## src/rtl/serial_sum_receiver_if.sv

```systemverilog
// Link between the bit-serial sum transmitter and its receiver.
// The master drives the frame strobe and serial bit; the slave returns the word and its status.
interface serial_sum_receiver_if #(
    parameter int W = 4
) ();
    logic         start;
    logic         sin;
    logic [W-1:0] word;
    logic         valid;
    logic         busy;
    logic         overrun;
    logic [7:0]   frame_cnt;

    modport master (
        output start, sin,
        input  word, valid, busy, overrun, frame_cnt
    );

    modport slave (
        input  start, sin,
        output word, valid, busy, overrun, frame_cnt
    );
endinterface

```

## src/rtl/serial_sum_receiver.sv

```systemverilog
// Reassembles an LSB-first serial sum word (reglength+1 bits) into a parallel word,
// with a single-cycle valid strobe, busy flag, sticky overrun flag and a frame counter.
//
// state | meaning
// IDLE  | waiting for start; sin ignored
// RECV  | frame partially received; busy high
module serial_sum_receiver #(
    parameter int reglength = 3
) (
    input  logic                 clk,
    input  logic                 reset,
    serial_sum_receiver_if.slave rx
);
    localparam int W  = reglength + 1;
    localparam int CW = $clog2(W) + 1;

    typedef enum logic {
        IDLE = 1'b0,
        RECV = 1'b1
    } state_t;

    state_t         state_q;
    state_t         state_d;
    logic [W-1:0]   shreg_q;
    logic [W-1:0]   shift_w;
    logic [W-1:0]   word_q;
    logic [CW-1:0]  cnt_q;
    logic           valid_q;
    logic           overrun_q;
    logic [7:0]     frame_cnt_q;
    logic           busy_c;
    logic           last_bit;

    assign shift_w  = {rx.sin, shreg_q[W-1:1]};
    // a start on the final bit edge restarts the frame instead of completing it
    assign last_bit = (state_q == RECV) && !rx.start && (cnt_q == CW'(W - 1));

    always_ff @(posedge clk or negedge reset) begin
        if (!reset) begin
            state_q <= IDLE;
        end else begin
            state_q <= state_d;
        end
    end

    always_comb begin
        state_d = state_q;
        case (state_q)
            IDLE: if (rx.start) state_d = RECV;
            RECV: begin
                if (rx.start) begin
                    state_d = RECV;
                end else if (last_bit) begin
                    state_d = IDLE;
                end
            end
            default: state_d = IDLE;
        endcase
    end

    always_comb begin
        busy_c = 1'b0;
        if (state_q == RECV) busy_c = 1'b1;
    end

    always_ff @(posedge clk or negedge reset) begin
        if (!reset) begin
            shreg_q     <= '0;
            cnt_q       <= '0;
            word_q      <= '0;
            valid_q     <= 1'b0;
            overrun_q   <= 1'b0;
            frame_cnt_q <= '0;
        end else begin
            valid_q <= 1'b0;
            if (rx.start) begin
                shreg_q <= shift_w;
                cnt_q   <= CW'(1);
                if (state_q == RECV) overrun_q <= 1'b1;
            end else if (state_q == RECV) begin
                shreg_q <= shift_w;
                cnt_q   <= cnt_q + CW'(1);
                if (last_bit) begin
                    word_q      <= shift_w;
                    valid_q     <= 1'b1;
                    frame_cnt_q <= frame_cnt_q + 8'd1;
                end
            end
        end
    end

    assign rx.word      = word_q;
    assign rx.valid     = valid_q;
    assign rx.busy      = busy_c;
    assign rx.overrun   = overrun_q;
    assign rx.frame_cnt = frame_cnt_q;
endmodule

```

## src/flat_wrapper.sv

```systemverilog
// flat-port wrapper written by rule: the top's interface ports become plain ports
module serial_sum_receiver_flat 
#(
    parameter int reglength = 3
)
  (clk, reset, rx_start, rx_sin, rx_word, rx_valid, rx_busy, rx_overrun, rx_frame_cnt);
  serial_sum_receiver_if #(.W(4)) rx_i ();
  input  logic clk;
  input  logic reset;
  input wire logic [$bits(rx_i.start)-1:0] rx_start;
  input wire logic [$bits(rx_i.sin)-1:0] rx_sin;
  output wire logic [$bits(rx_i.word)-1:0] rx_word;
  output wire logic [$bits(rx_i.valid)-1:0] rx_valid;
  output wire logic [$bits(rx_i.busy)-1:0] rx_busy;
  output wire logic [$bits(rx_i.overrun)-1:0] rx_overrun;
  output wire logic [$bits(rx_i.frame_cnt)-1:0] rx_frame_cnt;
  assign rx_i.start = rx_start;
  assign rx_i.sin = rx_sin;
  assign rx_word = rx_i.word;
  assign rx_valid = rx_i.valid;
  assign rx_busy = rx_i.busy;
  assign rx_overrun = rx_i.overrun;
  assign rx_frame_cnt = rx_i.frame_cnt;
  serial_sum_receiver #(.reglength(reglength)) u_core (.clk(clk), .reset(reset), .rx(rx_i));
endmodule
```

## config.mk

```make
export PLATFORM = sky130hd
export DESIGN_NAME = serial_sum_receiver_flat
export DESIGN_NICKNAME = d
export VERILOG_FILES = /design/src/rtl/serial_sum_receiver_if.sv /design/src/rtl/serial_sum_receiver.sv /design/src/flat_wrapper.sv
export SDC_FILE = /design/constraint.sdc
export NUM_CORES = 1
export LEC_CHECK = 0
export BUFFER_PORTS_ARGS = -buffer_cell sky130_fd_sc_hd__clkbuf_2
export CORE_MARGIN = 10
export CORE_UTILIZATION = 50
export CTS_BUF_LIST = sky130_fd_sc_hd__clkbuf_2 sky130_fd_sc_hd__clkbuf_4 sky130_fd_sc_hd__clkbuf_8
export CTS_CLUSTER_DIAMETER = 50
export DETAILED_ROUTE_END_ITERATION = 10
export PLACE_DENSITY_LB_ADDON = 0.05
export SETUP_SLACK_MARGIN = 0.1
export SLEW_MARGIN = 20
export SYNTH_ARGS = -nofsm -noshare
export SYNTH_HDL_FRONTEND = slang
export SYNTH_SLANG_ARGS = --single-unit
```

## constraint.sdc

```tcl
create_clock -name clk -period 2.9 [get_ports clk]
set_clock_uncertainty 0.05 [all_clocks]
set_input_delay 0 -clock clk [delete_from_list [all_inputs] [get_ports clk]]
set_output_delay 0 -clock clk [all_outputs]
set_load 0.05 [all_outputs]
```

==> impl_metrics.csv, run 1 <==
group,metric,value,unit
outcome,status,"completed",
logic_synthesis,postSynthCellCount,73,
logic_synthesis,synth-edff-count,0,
clock_network,cts_hold_buf,3,
sta,rsz0062_at_grt,"no",
grt,grt_usage,0.09248,
logic_synthesis,yosysMostFrequentCell,"dfrtp_1",
logic_synthesis,synth.area.top_cells,"dfrtp_1 (60%), nand2_1 (7.3%), xnor2_1 (5.0%)",
logic_synthesis,avgSynthCellArea,12.05,um2
routing,dr.pass1.iters,2,
clock_network,clk_pin_slew,0.11,ns
routing,drt-wirelength-per-cell,13.47,um
clock_network,cts.sinks,21,
critical_path,cpMostUsedCell,"ha_1",
routing,vias,568,
sta,setup_viol,0,
grt,gr-usage-met1,0.09939,
critical_path,r2r-end,"u_core.rx.frame_cnt[4]$_DFFE_PN0P_",
critical_path,cp-end-kind,"register",
placement,port_buffers,18,
sta,slew_headroom,0.6670,
sta,slew_violations,0,
job,max-cap-violations,0,
clock_network,cts_tree,"yes",
layout,nFillCells,140,
logic_synthesis,netlist_area,879.6,um2
floorplanning,dieArea,3837,um2
grt,antenna_found_initial,0,
critical_path,rrSetupSlack,1.43,ns
sta,worst_slew_pin_slew,0.4995,ns
clock_network,h-tree-depth,1,
logic_synthesis,ys_ff_latch,21,
power,cellPowerDensity,996.0,nW/um2
routing,dr.first_iter.drc_count,1,
logic_synthesis,synth_cell_types,19,
logic_synthesis,yosys.area.top_type,"dfrtp_1",
layout,syn2layout_area_growth,18.21,%
sta,finalCritPeriodShare,0.5083,
logic_synthesis,yosysTopAreaCellShare,0.5974,
layout,finalInstanceArea,1040,um2
logic_synthesis,syn-num-nets,80,
clock_network,numCtsBuffers,3,
floorplanning,die_y,61.94,um
power,vdd_drop_max,0.0005791,V
clock_network,ctsResizeCount,0,
critical_path,r2r-start,"u_core.cnt_q[0]$_DFFE_PN0P_",
layout,multi_input_area,329.1,um2
logic_synthesis,synthFlopType,"dfrtp_1",
grt,grt_util_met2,0.1564,
layout,seq_area,525.5,um2
grt,grt_max_degree,22,
routing,ant_nets,0,
floorplanning,die_w,61.94,um
critical_path,worst-path-buf-inv,1,
floorplanning,rows,15,
placement,gp_congestion,0.7349,
clock_network,insertion_delay,0.30,ns
critical_path,critPathLaunchType,"register",
sta,finalHoldViolations,0,
logic_synthesis,yosysWarnings,0,
routing,vias_per_cell,4.982,
min_path,holdCritPathClass,"input pin to async pin",
layout,diodes,0,
sta,layout_min_cycle_time,1.474,ns
clock_network,postCtsSetupRepairBufs,0,
floorplanning,start_util,0.5207,
critical_path,rr_worst_depth,6,
critical_path,path_class,"register to register",
critical_path,worst_path_largest_cell_delay,0.39,ns
logic_synthesis,synth_common_cells,"dfrtp_1 (21), nand2_1 (17), xnor2_1 (5)",
logic_synthesis,yosysSeqAreaShare,0.5974,
clock_network,cts_root_buf,"clkbuf_4",
layout,fin_nets,105,
grt,grt_pass1_wl,2559,um
critical_path,path_max_fanout,10,
critical_path,cp.arrival,1.62,ns
layout,drive_gt1_frac,0.2990,
power,p_leak,0.0005429,uW
critical_path,crit_chain,"ha_1 -> ha_1 -> nand3b_4 -> inv_4 -> nand4_1 -> xnor2_1",
critical_path,critical-path-top-delay-family,"flip-flops",
placement,dpl_cell_area,979.7,um2
critical_path,required,3.04,ns
grt,grt_overflow_total,0,
grt,busiest_layer,"met2",
critical_path,critPathSlowestCell,"dfrtp_1",
grt,grt_pass1_vias,608,
layout,finish.utilization,0.6156,
floorplanning,core,1689,um2
sta,fmax,678.4,MHz
placement,dpl.hpwl,1143,um
sta,finalSetupTns,0,ns
grt,use_met3,0.02642,
floorplanning,io_pins,19,
logic_synthesis,async_reset_ff_frac,1.000,
routing,totalWireLength,1536,um
clock_network,clock_path_buffers,2,
routing,drc,0,
## placed cells by master (no fill, tap or decap)
cell type / count
a211oi_1: 1
a21o_1: 2
and3_1: 1
clkbuf_2: 18
clkbuf_4: 4
dfrtp_1: 21
dlygate4sd3_1: 3
ha_1: 3
inv_1: 2
inv_4: 1
mux2_2: 3
mux2i_1: 1
nand2_1: 17
nand2b_1: 1
nand3_1: 1
nand3b_4: 1
nand4_1: 3
nor2_1: 4
nor3_2: 2
xnor2_1: 5
xor2_1: 3
## flip-flops by register name (all words and copies together) (netlist names)
register / flops
u_core.cnt_q: 3
u_core.rx.frame_cnt: 8
u_core.rx.overrun: 1
u_core.rx.valid: 1
u_core.rx.word: 4
u_core.shreg_q: 3
u_core.state_q: 1
## cell families after synthesis
family / after synthesis / share of synthesized area
simple gates: 30 / 0.1764
flops: 21 / 0.5974
xor+xnor: 8 / 0.07966
buf+inv: 4 / 0.02846
mux: 4 / 0.04978
compound gates: 3 / 0.02560
fa+ha+maj: 3 / 0.04268
## report_power, final
part | switching, uW | leakage, uW | internal [uW] | total [uW]
logic | 313 | 0.000263 | 123 | 436
registers | 77.0 | 0.000262 | 376 | 453
clock network | 83.1 | 0.0000184 | 62.9 | 146
## worst reg2reg max path: cells and delay by family (launching register included)
family                     cells  cell delay [ns]
xor gates and xnor gates       1             0.14
adders and majority gates      2             0.36
buffers and inverters          1             0.14
DFF                            1             0.39
and+or+nand+nor                2             0.29
## metrics by stage
step                worst slack (ns)  std cells  power [uW]  hold slack [ns]
CTS                            1.397        114        1052           0.1535
global route                   1.293        114        1110           0.1648
floorplan                      1.365         73       799.6          -0.3456
finish                         1.426        114        1036           0.1422
detailed placement             1.426        107       900.4         -0.05384
global placement               1.478        107       896.5         -0.05834
## routing by layer
metal	up-vias	wire, um
met5	-	0
met4	0	34
met3	4	75
met2	11	779
met1	264	646
li1	289	-
## worst max path at each step
stage | start | end | slack [ns] | cells past startpoint
2_1_floorplan | u_core.state_q$_DFF_PN0_ | u_core.rx.frame_cnt[4]$_DFFE_PN0P_ | 1.37 | 5
3_3_place_gp | u_core.cnt_q[0]$_DFFE_PN0P_ | u_core.rx.frame_cnt[4]$_DFFE_PN0P_ | 1.48 | 6
3_5_place_dp | u_core.cnt_q[0]$_DFFE_PN0P_ | u_core.rx.frame_cnt[4]$_DFFE_PN0P_ | 1.43 | 6
4_1_cts | u_core.cnt_q[0]$_DFFE_PN0P_ | u_core.rx.frame_cnt[6]$_DFFE_PN0P_ | 1.40 | 6
5_1_grt | u_core.cnt_q[0]$_DFFE_PN0P_ | u_core.rx.frame_cnt[6]$_DFFE_PN0P_ | 1.29 | 6
6_report | u_core.cnt_q[0]$_DFFE_PN0P_ | u_core.rx.frame_cnt[4]$_DFFE_PN0P_ | 1.43 | 6
## cell type report
cell class | instances | area share
Timing Repair Buffer | 21 | 0.1155
Inverter | 3 | 0.01324
Sequential cell | 21 | 0.5054
Tap cell | 17 | 0.02046
Clock buffer | 4 | 0.02888
Multi-Input combinational cell | 48 | 0.3165
No activity file was read; power rests on OpenSTA's default activity.
==> run 2, diff against run 1 <==
--- a/config.mk
+++ b/config.mk
@@ -5,6 +5,7 @@
 export SDC_FILE = /design/constraint.sdc
 export NUM_CORES = 1
 export LEC_CHECK = 0
+export ABC_AREA = 1
 export BUFFER_PORTS_ARGS = -buffer_cell sky130_fd_sc_hd__clkbuf_2
 export CORE_MARGIN = 10
 export CORE_UTILIZATION = 50
==> constraint.sdc (replaced) <==
create_clock -name clk -period 1.5 [get_ports clk]
set_clock_uncertainty 0.05 [all_clocks]
set_input_delay 0 -clock clk [delete_from_list [all_inputs] [get_ports clk]]
set_output_delay 0 -clock clk [all_outputs]
set_load 0.05 [all_outputs]
==> run 2 against run 1 <==
  * Die area is 2.8% higher
  * Cell count is 29% higher
  * Clock power is 88% higher
  * Power is 96% higher
  * Synthesized area is 4.1% higher
  * Non-clock buffer count is 4 higher
  * Critical path depth is 1 higher
  * Highest routed layer unchanged
==> impl_metrics.csv, run 2 <==
group,metric,value,unit
grt,antenna_found_initial,0,
critical_path,cp_num_cells,7,
clock_network,cts.sinks,21,
floorplanning,start_util,0.5304,
power,p_seq_frac,0.433,
grt,grt_overflow_total,0,
sta,finalHoldViolations,0,
routing,vias_per_cell,4.408,
logic_synthesis,synth.area.top_cells,"dfrtp_1 (57%), nand2_1 (12%), inv_1 (5.3%)",
floorplanning,io_pins,19,
clock_network,cts_root_buf,"clkbuf_4",
routing,vias,648,
logic_synthesis,synthFlopType,"dfrtp_1",
grt,grt_usage,0.09254,
power,p_clk_frac,0.136,
grt,grt_max_degree,22,
logic_synthesis,netlist_area,915.9,um2
job,max-cap-violations,0,
critical_path,path_max_fanout,6,
power,vdd_drop_max,0.001131,V
layout,finish.utilization,0.6638,
logic_synthesis,synth-edff-count,0,
power,intPower,1119,uW
routing,drt-wirelength-per-cell,11.49,um
logic_synthesis,avgSynthCellArea,9.743,um2
layout,syn2layout_area_growth,25.14,%
power,cellPowerDensity,1769,nW/um2
sta,setup_viol,0,
critical_path,critPathLaunchType,"register",
outcome,status,"completed",
floorplanning,dieArea,3944,um2
logic_synthesis,yosysMostFrequentCell,"nand2_1",
critical_path,critical-path-top-delay-family,"simple AND/OR/NAND/NOR gates",
critical_path,worst-path-buf-inv,1,
logic_synthesis,postSynthCellCount,94,
routing,totalWireLength,1689,um
floorplanning,core,1727,um2
clock_network,cts_tree,"yes",
sta,layout_min_cycle_time,1.372,ns
layout,fin_nets,130,
logic_synthesis,yosys.area.top_type,"dfrtp_1",
sta,slew_headroom,0.6623,
min_path,holdCritPathClass,"input pin to async pin",
critical_path,crit_chain,"ha_2 -> ha_4 -> nand3_4 -> nor2_4 -> nand3_1 -> nand2_1 -> inv_1",
critical_path,rr_worst_depth,7,
layout,diodes,0,
critical_path,critPathSlowestCell,"dfrtp_1",
critical_path,cp.arrival,1.52,ns
routing,drc,0,
clock_network,numCtsBuffers,3,
power,power_frac_comb,0.431,
sta,fmax,728.7,MHz
sta,slew_violations,0,
layout,layout_common_cells,"nand2_1 (29), clkbuf_2 (18), dfrtp_1 (17)",
floorplanning,die_w,62.80,um
logic_synthesis,synth_common_cells,"nand2_1 (29), dfrtp_1 (21), inv_1 (13)",
layout,largest_register_ffs,8,
grt,grt_pass1_wl,3063,um
critical_path,worst_path_largest_cell_delay,0.38,ns
routing,ant_nets,0,
sta,rsz0062_at_grt,"yes",
power,p_sw_frac,0.4478,
critical_path,path_class,"register to register",
logic_synthesis,yosysSeqAreaShare,0.5738,
placement,port_buffers,18,
logic_synthesis,syn-num-nets,101,
layout,layout_commonest_cell,"nand2_1",
grt,grt_pass1_vias,695,
routing,dr.first_iter.drc_count,17,
layout,nFillCells,158,
sta,worst_slew_pin_slew,0.5065,ns
critical_path,required,1.65,ns
sta,finalSetupTns,0,ns
logic_synthesis,ys_ff_latch,21,
power,p_leak,0.0005898,uW
clock_network,clock_path_buffers,2,
sta,finalCritPeriodShare,0.9148,
logic_synthesis,yosysWarnings,0,
logic_synthesis,yosysTopAreaCellShare,0.5738,
layout,drive_gt1_frac,0.3279,
logic_synthesis,async_reset_ff_frac,1.000,
clock_network,insertion_delay,0.29,ns
placement,dpl.hpwl,1242,um
clock_network,h-tree-depth,1,
floorplanning,rows,15,
logic_synthesis,synth_cell_types,17,
clock_network,clk_pin_slew,0.11,ns
placement,gp_congestion,0.7476,
routing,dr.pass1.iters,4,
critical_path,cp-end-kind,"register",
floorplanning,die_y,62.80,um
power,switchingPower,907.8,uW
-- run 2: cell type report --
| cell class | instances | area, um2 | area share |
|---|---|---|---|
| inverters | 14 | 57.56 | 0.05022 |
| well taps | 25 | 31.28 | 0.02729 |
| multi-input cells | 58 | 346.6 | 0.3024 |
| repair buffers | 25 | 150.1 | 0.1310 |
| clock buffers | 4 | 30.03 | 0.02620 |
| flip-flops and latches | 21 | 530.5 | 0.4629 |
-- run 2: path summary, 6_finish.rpt --
path	start	endpoint	slack (ns)
max	u_core.cnt_q[0]$_DFFE_PN0P_	u_core.rx.frame_cnt[5]$_DFFE_PN0P_	0.13
min	reset	u_core.cnt_q[2]$_DFFE_PN0P_	0.14
max reg2reg	u_core.cnt_q[0]$_DFFE_PN0P_	u_core.rx.frame_cnt[5]$_DFFE_PN0P_	0.13
min reg2reg	u_core.rx.overrun$_DFFE_PN0P_	u_core.rx.overrun$_DFFE_PN0P_	0.42
max in group asynchronous	reset	u_core.state_q$_DFF_PN0_	0.89
min in group clk	u_core.rx.overrun$_DFFE_PN0P_	u_core.rx.overrun$_DFFE_PN0P_	0.42
-- run 2: cell families after synthesis --
group	Yosys count	synth area share
AND/OR/NAND/NOR	42	0.2118
AO/OA/AOI/OAI	9	0.05192
adder cells (fa/ha/maj)	3	0.04099
XOR/XNOR	4	0.04646
buffers and inverters	15	0.07514
flip-flops	21	0.5738
-- run 2: timing repair --
action	in CTS	in global routing
hold buffers	3	0
pin swaps	1	1
hold endpoints to repair	26	0
endpoints found under the setup margin	3	10
setup buffers	0	3
gates resized for setup	0	5
-- run 2: through the flow --
| step | setup WS (ns) | total power, uW | instance area [um2] | std cells | hold WS [ns] |
|---|---|---|---|---|---|
| 6_report | 0.1277 | 2027 | 1146 | 147 | 0.1433 |
| 2_1_floorplan | 0.1306 | 1487 | 920.9 | 94 | -0.3456 |
| 3_3_place_gp | 0.1528 | 1686 | 1039 | 137 | -0.05303 |
| 3_5_place_dp | 0.1084 | 1696 | 1039 | 137 | -0.04939 |
| 5_1_grt | 0.01971 | 2191 | 1146 | 147 | 0.1668 |
| 4_1_cts | 0.1037 | 1994 | 1099 | 144 | 0.1477 |
-- run 2: power groups by stage --
stage	Clock (uW)	Sequential, uW	Combinational [uW]
after CTS	298	878	818
final	275	878	873
after global routing	325	906	960
after global placement	0	886	800
after floorplan	0	1230	258
after detailed placement	0	890	806
-- run 2: routing by layer --
| layer | global-route usage | part of all wire | vias up |
|---|---|---|---|
| met5 | 0 | 0 | - |
| met4 | 0.03352 | 0.0077 | 0 |
| met3 | 0.03763 | 0.067 | 2 |
| met2 | 0.1500 | 0.48 | 13 |
| met1 | 0.1066 | 0.45 | 291 |
| li1 | - | - | 342 |
